==> config.mk <==
export PLATFORM = sky130hd
export DESIGN_NAME = mem_access_unit_flat
export DESIGN_NICKNAME = d
export VERILOG_FILES = /design/src/rtl/mau_pkg.sv /design/src/rtl/mem_access_unit_if.sv /design/src/rtl/mau_lane_merge.sv /design/src/rtl/mem_access_unit.sv /design/src/flat_wrapper.sv
export SDC_FILE = /design/constraint.sdc
export NUM_CORES = 1
export LEC_CHECK = 0
export ABC_AREA = 0
export BUFFER_PORTS_ARGS = -buffer_cell sky130_fd_sc_hd__buf_2
export CAP_MARGIN = 40
export CORE_ASPECT_RATIO = 0.6
export CORE_MARGIN = 4
export CORE_UTILIZATION = 25
export DETAILED_ROUTE_END_ITERATION = 10
export PLACE_DENSITY = 0.49
export SLEW_MARGIN = 20
export SYNTH_ARGS = -nofsm -noshare
export SYNTH_HDL_FRONTEND = slang
export SYNTH_SLANG_ARGS = --single-unit
export TNS_END_PERCENT = 30
==> constraint.sdc <==
create_clock -name CLK -period 2.6 [get_ports CLK]
set_input_delay 0.13 -clock CLK [delete_from_list [all_inputs] [get_ports CLK]]
set_output_delay 0.13 -clock CLK [all_outputs]
set_load 0.005 [all_outputs]
==> src/rtl/mau_pkg.sv <==
// mau_pkg: shared encodings for the DataMemory access unit.
// MAU_WRITE_VERIFY_EN adds the VERIFY state to the FSM encoding.
package mau_pkg;
    localparam logic [1:0] SZ_BYTE = 2'b00;
    localparam logic [1:0] SZ_HALF = 2'b01;
    localparam logic [1:0] SZ_WORD = 2'b10;
    localparam int ERR_MISALIGN = 0;
    localparam int ERR_RANGE    = 1;
    typedef enum logic [2:0] {
        S_IDLE,
        S_RD,
        S_SETUP,
        S_STROBE,
        S_HOLD,
`ifdef MAU_WRITE_VERIFY_EN
        S_VERIFY,
`endif
        S_RESP
    } state_t;
endpackage

==> src/rtl/mem_access_unit_if.sv <==
// mem_access_unit_if: request/response handshake between the CPU MEM stage and the access unit.
interface mem_access_unit_if;
    logic        req_valid;
    logic        req_ready;
    logic        req_we;
    logic [1:0]  req_size;
    logic        req_unsigned;
    logic [31:0] req_addr;
    logic [31:0] req_wdata;
    logic        resp_valid;
    logic [31:0] resp_rdata;
    logic [1:0]  resp_err;
    logic        verify_err;
    modport master (
        output req_valid, req_we, req_size, req_unsigned, req_addr, req_wdata,
        input  req_ready, resp_valid, resp_rdata, resp_err, verify_err
    );
    modport slave (
        input  req_valid, req_we, req_size, req_unsigned, req_addr, req_wdata,
        output req_ready, resp_valid, resp_rdata, resp_err, verify_err
    );
endinterface

==> src/rtl/mau_lane_merge.sv <==
// mau_lane_merge: little-endian lane insert (sub-word store) and extract/extend (load).
module mau_lane_merge
    import mau_pkg::*;
(
    input  logic [31:0] i_old,
    input  logic [31:0] i_data,
    input  logic [31:0] i_word,
    input  logic [1:0]  i_size,
    input  logic [1:0]  i_off,
    input  logic        i_unsigned,
    output logic [31:0] o_merged,
    output logic [31:0] o_ext
);
    logic [4:0]  w_sh_b;
    logic [4:0]  w_sh_h;
    logic [4:0]  w_sh;
    logic [7:0]  w_b;
    logic [15:0] w_h;
    logic [31:0] w_mask;

    assign w_sh_b = {i_off, 3'b000};
    assign w_sh_h = {i_off[1], 4'b0000};
    assign w_b    = 8'(i_word >> w_sh_b);
    assign w_h    = 16'(i_word >> w_sh_h);
    assign o_ext  = (i_size == SZ_BYTE) ? {{24{!i_unsigned && w_b[7]}}, w_b} :
                    (i_size == SZ_HALF) ? {{16{!i_unsigned && w_h[15]}}, w_h} : i_word;
    assign w_sh   = (i_size == SZ_BYTE) ? w_sh_b : (i_size == SZ_HALF) ? w_sh_h : 5'd0;
    assign w_mask = (i_size == SZ_BYTE) ? (32'h0000_00FF << w_sh) :
                    (i_size == SZ_HALF) ? (32'h0000_FFFF << w_sh) : 32'hFFFF_FFFF;
    assign o_merged = (i_old & ~w_mask) | ((i_data << w_sh) & w_mask);
endmodule

==> src/rtl/mem_access_unit.sv <==
// mem_access_unit: sequences DataMemory RW/DAddr/Datain for one load/store at a time,
// with read-modify-write for sub-word stores. MAU_WRITE_VERIFY_EN adds a read-back check.
module mem_access_unit
    import mau_pkg::*;
#(
    parameter int MEM_BYTES = 1024
) (
    input  logic               CLK,
    input  logic               Reset,
    mem_access_unit_if.slave   bus,
    output logic               RW,
    output logic [31:0]        DAddr,
    output logic [31:0]        Datain,
    input  logic [31:0]        DataOut
);
    state_t      r_state;
    state_t      w_next;
    logic        r_we;
    logic [1:0]  r_size;
    logic        r_uns;
    logic [1:0]  r_off;
    logic [31:0] r_wdata;
    logic [31:0] r_daddr;
    logic [31:0] r_datain;
    logic [31:0] r_rdata;
    logic [1:0]  r_err;
    logic        r_verr;
    logic [1:0]  w_err;
    logic        w_accept;
    logic [31:0] w_merged;
    logic [31:0] w_ext;

    assign w_accept            = (r_state == S_IDLE) && bus.req_valid;
    assign w_err[ERR_MISALIGN] = ((bus.req_size == SZ_HALF) && bus.req_addr[0]) ||
                                 (bus.req_size[1] && (bus.req_addr[1:0] != 2'b00));
    assign w_err[ERR_RANGE]    = bus.req_addr >= 32'(MEM_BYTES);

    mau_lane_merge u_lane (
        .i_old      (DataOut),
        .i_data     (r_wdata),
        .i_word     (DataOut),
        .i_size     (r_size),
        .i_off      (r_off),
        .i_unsigned (r_uns),
        .o_merged   (w_merged),
        .o_ext      (w_ext)
    );

    // State register; reset drops RW at once because RW decodes only STROBE.
    always_ff @(posedge CLK or negedge Reset) begin
        if (!Reset) r_state <= S_IDLE;
        else        r_state <= w_next;
    end

    // Next-state: errors skip memory, word stores skip the read, everything else reads first.
    always_comb begin
        w_next = r_state;
        case (r_state)
            S_IDLE:   if (bus.req_valid) w_next = (|w_err) ? S_RESP :
                                                  (bus.req_we && bus.req_size[1]) ? S_SETUP : S_RD;
            S_RD:     w_next = r_we ? S_SETUP : S_RESP;
            S_SETUP:  w_next = S_STROBE;
            S_STROBE: w_next = S_HOLD;
`ifdef MAU_WRITE_VERIFY_EN
            S_HOLD:   w_next = S_VERIFY;
            S_VERIFY: w_next = S_RESP;
`else
            S_HOLD:   w_next = S_RESP;
`endif
            default:  w_next = S_IDLE;
        endcase
    end

    // Request capture, memory pin registers and response registers loaded on entry to RESP.
    always_ff @(posedge CLK or negedge Reset) begin
        if (!Reset) begin
            r_we     <= 1'b0;
            r_size   <= 2'b00;
            r_uns    <= 1'b0;
            r_off    <= 2'b00;
            r_wdata  <= '0;
            r_daddr  <= '0;
            r_datain <= '0;
            r_rdata  <= '0;
            r_err    <= '0;
            r_verr   <= 1'b0;
        end else begin
            if (w_accept) begin
                r_we    <= bus.req_we;
                r_size  <= bus.req_size;
                r_uns   <= bus.req_unsigned;
                r_off   <= bus.req_addr[1:0];
                r_wdata <= bus.req_wdata;
                if (|w_err) begin
                    r_rdata <= '0;
                    r_err   <= w_err;
                    r_verr  <= 1'b0;
                end else begin
                    r_daddr <= {bus.req_addr[31:2], 2'b00};
                    if (bus.req_we && bus.req_size[1]) r_datain <= bus.req_wdata;
                end
            end
            if (r_state == S_RD) begin
                if (r_we) r_datain <= w_merged;
                else begin
                    r_rdata <= w_ext;
                    r_err   <= '0;
                    r_verr  <= 1'b0;
                end
            end
`ifdef MAU_WRITE_VERIFY_EN
            if (r_state == S_VERIFY) begin
                r_rdata <= '0;
                r_err   <= '0;
                r_verr  <= DataOut != r_datain;
            end
`else
            if (r_state == S_HOLD) begin
                r_rdata <= '0;
                r_err   <= '0;
                r_verr  <= 1'b0;
            end
`endif
        end
    end

    assign bus.req_ready  = r_state == S_IDLE;
    assign bus.resp_valid = r_state == S_RESP;
    assign bus.resp_rdata = r_rdata;
    assign bus.resp_err   = r_err;
    assign bus.verify_err = r_verr;
    assign RW             = r_state == S_STROBE;
    assign DAddr          = r_daddr;
    assign Datain         = r_datain;
endmodule

==> src/flat_wrapper.sv <==
// flat-port wrapper written by rule: the top's interface ports become plain ports
module mem_access_unit_flat import mau_pkg::*;
#(
    parameter int MEM_BYTES = 1024
)
  (CLK, Reset, RW, DAddr, Datain, DataOut, bus_req_valid, bus_req_we, bus_req_size, bus_req_unsigned, bus_req_addr, bus_req_wdata, bus_req_ready, bus_resp_valid, bus_resp_rdata, bus_resp_err, bus_verify_err);
  mem_access_unit_if bus_i ();
  input  logic CLK;
  input  logic Reset;
  output logic RW;
  output logic [31:0] DAddr;
  output logic [31:0] Datain;
  input  logic [31:0] DataOut;
  input wire logic [$bits(bus_i.req_valid)-1:0] bus_req_valid;
  input wire logic [$bits(bus_i.req_we)-1:0] bus_req_we;
  input wire logic [$bits(bus_i.req_size)-1:0] bus_req_size;
  input wire logic [$bits(bus_i.req_unsigned)-1:0] bus_req_unsigned;
  input wire logic [$bits(bus_i.req_addr)-1:0] bus_req_addr;
  input wire logic [$bits(bus_i.req_wdata)-1:0] bus_req_wdata;
  output wire logic [$bits(bus_i.req_ready)-1:0] bus_req_ready;
  output wire logic [$bits(bus_i.resp_valid)-1:0] bus_resp_valid;
  output wire logic [$bits(bus_i.resp_rdata)-1:0] bus_resp_rdata;
  output wire logic [$bits(bus_i.resp_err)-1:0] bus_resp_err;
  output wire logic [$bits(bus_i.verify_err)-1:0] bus_verify_err;
  assign bus_i.req_valid = bus_req_valid;
  assign bus_i.req_we = bus_req_we;
  assign bus_i.req_size = bus_req_size;
  assign bus_i.req_unsigned = bus_req_unsigned;
  assign bus_i.req_addr = bus_req_addr;
  assign bus_i.req_wdata = bus_req_wdata;
  assign bus_req_ready = bus_i.req_ready;
  assign bus_resp_valid = bus_i.resp_valid;
  assign bus_resp_rdata = bus_i.resp_rdata;
  assign bus_resp_err = bus_i.resp_err;
  assign bus_verify_err = bus_i.verify_err;
  mem_access_unit #(.MEM_BYTES(MEM_BYTES)) u_core (.CLK(CLK), .Reset(Reset), .bus(bus_i), .RW(RW), .DAddr(DAddr), .Datain(Datain), .DataOut(DataOut));
endmodule
==> impl_metrics.yaml <==
synthesis:
  synth_top_family_by_area: "compound AO/OA/AOI/OAI gates"
  synth_xor_area_frac: 0.00122
  synthMuxAreaShare: 0.109
  seq_area_frac_synth: 0.483
  async_flop_share: 1.00
  ys_ff_latch: 138
  avgSynthCellArea_um2: 10.1
  yosys_warnings: 0
  synth_ff_type: "dfrtp_1"
  syn_area_um2: 7150
  syn_inst: 705
  synth_adder_area_share: 0.00700
  synth_edf_count: 0
  ys_types: 53
  synthSimpleGateAreaFrac: 0.147
  synth_compound_area_frac: 0.204
grt:
  antenna_found_initial: 1
  grt_overflow_total: 0
  grt_max_degree: 127
  grt_pass1_wl_um: 41400
  grt_pass1_vias: 6435
  grtUsageTotal: 0.174
clock_network:
  clockBufferDepth: 2
  cts.sinks: 138
  clk_pin_slew_ns: 0.06
  numCtsBuffers: 17
  cts_tree: "built"
  insertion_delay_ns: 0.44
  clock-root-buffer: "clkbuf_16"
  htree_levels: 4
job:
  maxCapViolations: 0
route:
  ant_nets: 0
  via_per_inst: 4.93
  drt-met1-wl_um: 14400
  vias: 6573
  first_pass_iters: 6
  drt_wl_total_um: 27700
  wire_per_inst_um: 20.8
  maxUsedRoutingLayer: "met4"
  wl_met2_um: 11300
  dr_wl_met3_um: 1740
  drc: 0
  drt_iter0_drc: 554
floorplanning:
  num_rows: 47
  die_h_um: 139
  io-pin-count: 205
  core-area_um2: 27900
  start_util: 0.257
  die_w_um: 226
  dieArea_um2: 31500
cells_and_area:
  final_common_cell: "buf_2"
  drive_gt1_frac: 0.316
  final_cells: 1332
  fin_nets: 1058
  layout_common_cells: "201 x buf_2, 138 x dfrtp_1, 128 x nand2_1, 49 x a21oi_1, 48 x dlygate4sd3_1"
  utilization: 0.351
  syn_to_final_growth_pct: 36.6
sta:
  setup_viol_count_final: 0
  relSlewSlack: 0.468
  finalMaxSlewViolations: 0
  hold_viol_final: 0
  rsz0062_at_grt: "no"
  layout_setup_ws_ns: 0.352
  worst_pin_slew_ns: 0.799
  period_share: 0.865
  setup-tns-final_ns: 0
  period_needed_ns: 2.25
  finClkSkew_ns: 0.00978
  clock.fmax_ghz: 0.445
placement:
  io_buffers: 202
  dp.cells: 1251
  dp_hpwl_um: 20200
  dp_slack_ns: 0.351
  gp_congestion: 0.849
pwr:
  p_leak_uw: 0.00467
  ir_drop_mv: 0.526
  power_density_nw_per_um2: 1150
  p_total_uw: 11300
worst_setup_path:
  reg2reg_depth: 9
  rrSetupSlack_ns: 0.35
  critPathArrivalTime_ns: 2.55
  start_kind: "flop"
  cp-end-kind: "flop"
  r2r-end: "u_core.Datain[10]"
  critical_path_class: "flop to flop"
  startpoint: "u_core.r_size[1]"
  rr_startpoint: "u_core.r_size[1]"
  worstSetupEndpoint: "u_core.Datain[10]"
  crit_required_ns: 2.90
  path_max_fanout: 8
run_status:
  status: "completed"
worst_hold_path:
  hold_path.class: "input pin to flop"
Yosys cell counts (9+ instances only):
cell,number,share of area
dfrtp_1,138,0.48
nand2_1,129,0.068
a21oi_1,49,0.034
mux2i_1,42,0.059
clkbuf_1,40,0.021
o21ai_0,28,0.020
nor2b_1,25,0.022
o22ai_1,24,0.021
a221o_1,23,0.032
mux2_2,18,0.028
nor2_1,13,0.0068
inv_1,12,0.0063
or3_1,10,0.0087
a211oi_1,9,0.0094
o211ai_1,9,0.0094
power breakdown:
group / leakage, uW / internal, uW / switching, uW
Clock: 0.000308 / 1650 / 1040
Sequential: 0.00177 / 2860 / 693
Combinational: 0.00259 / 2170 / 2840
area by class of cell:
type	count	area, um2
fill	2867	18100
sequential	138	3450
multi-input combinational	495	3370
timing repair buffer	286	1800
tap	367	459
clock buffer	20	447
clock inverter	12	188
inverter	13	48.8
antenna	1	2.50
sequential cells by signal, summed over array words and instances (netlist names):
signal and flops:
u_core.r_we 1, u_core.r_state 3, u_core.bus.verify_err 1, u_core.DAddr 30, u_core.r_size 2, u_core.bus.resp_rdata 32
u_core.r_wdata 32, u_core.r_off 2, u_core.bus.resp_err 2, u_core.Datain 32, u_core.r_uns 1
layer usage:
layer	track usage	vias to the layer above
met3	0.0440	21
met2	0.230	221
met1	0.278	3246
met5	0	-
met4	0.0413	0
li1	-	3085
metrics by stage:
step	cell area, um2	hold slack (ns)
4_1_cts	9770	0.00298
3_5_place_dp	8650	-0.0404
5_1_grt	9770	0.0118
2_1_floorplan	7160	-0.166
6_report	9770	0.0230
3_3_place_gp	8640	-0.0427
worst min path at each step:
stage,from,endpoint,slack [ns],cells after the start
finish,DataOut[23],u_core.bus.resp_rdata[23],0.02,2
global route,DataOut[22],u_core.bus.resp_rdata[22],0.01,2
CTS,DataOut[23],u_core.bus.resp_rdata[23],0.003,2
detailed placement,Reset,u_core.Datain[6],-0.04,1
global placement,Reset,u_core.Datain[6],-0.04,1
floorplan,Reset,u_core.DAddr[10],-0.17,0
critical path, cell delays in order (launching register included):
cell	delay (ns)
dfrtp_1	0.45
nor2b_1	0.18
inv_1	0.09
ha_1	0.17
or2_2	0.30
a21oi_1	0.17
buf_4	0.18
a21oi_1	0.05
a211oi_1	0.45
a21oi_1	0.07
logic make-up (layout without fill, tap and decap cells):
logic type	Yosys count	count (layout)
adder cells (fa/ha/maj)	4	4
XOR/XNOR	1	1
buffers and inverters	73	331
other	1	3
AND/OR/NAND/NOR	215	215
multiplexers	67	67
AO/OA/AOI/OAI	206	206
flip-flops	138	138
repair_timing:
item                      CTS  global route
hold buffers               48             0
setup buffers               0             0
gates resized for setup     0             0
hold endpoints to repair  192             0
No activity file was read; power rests on OpenSTA's default activity.
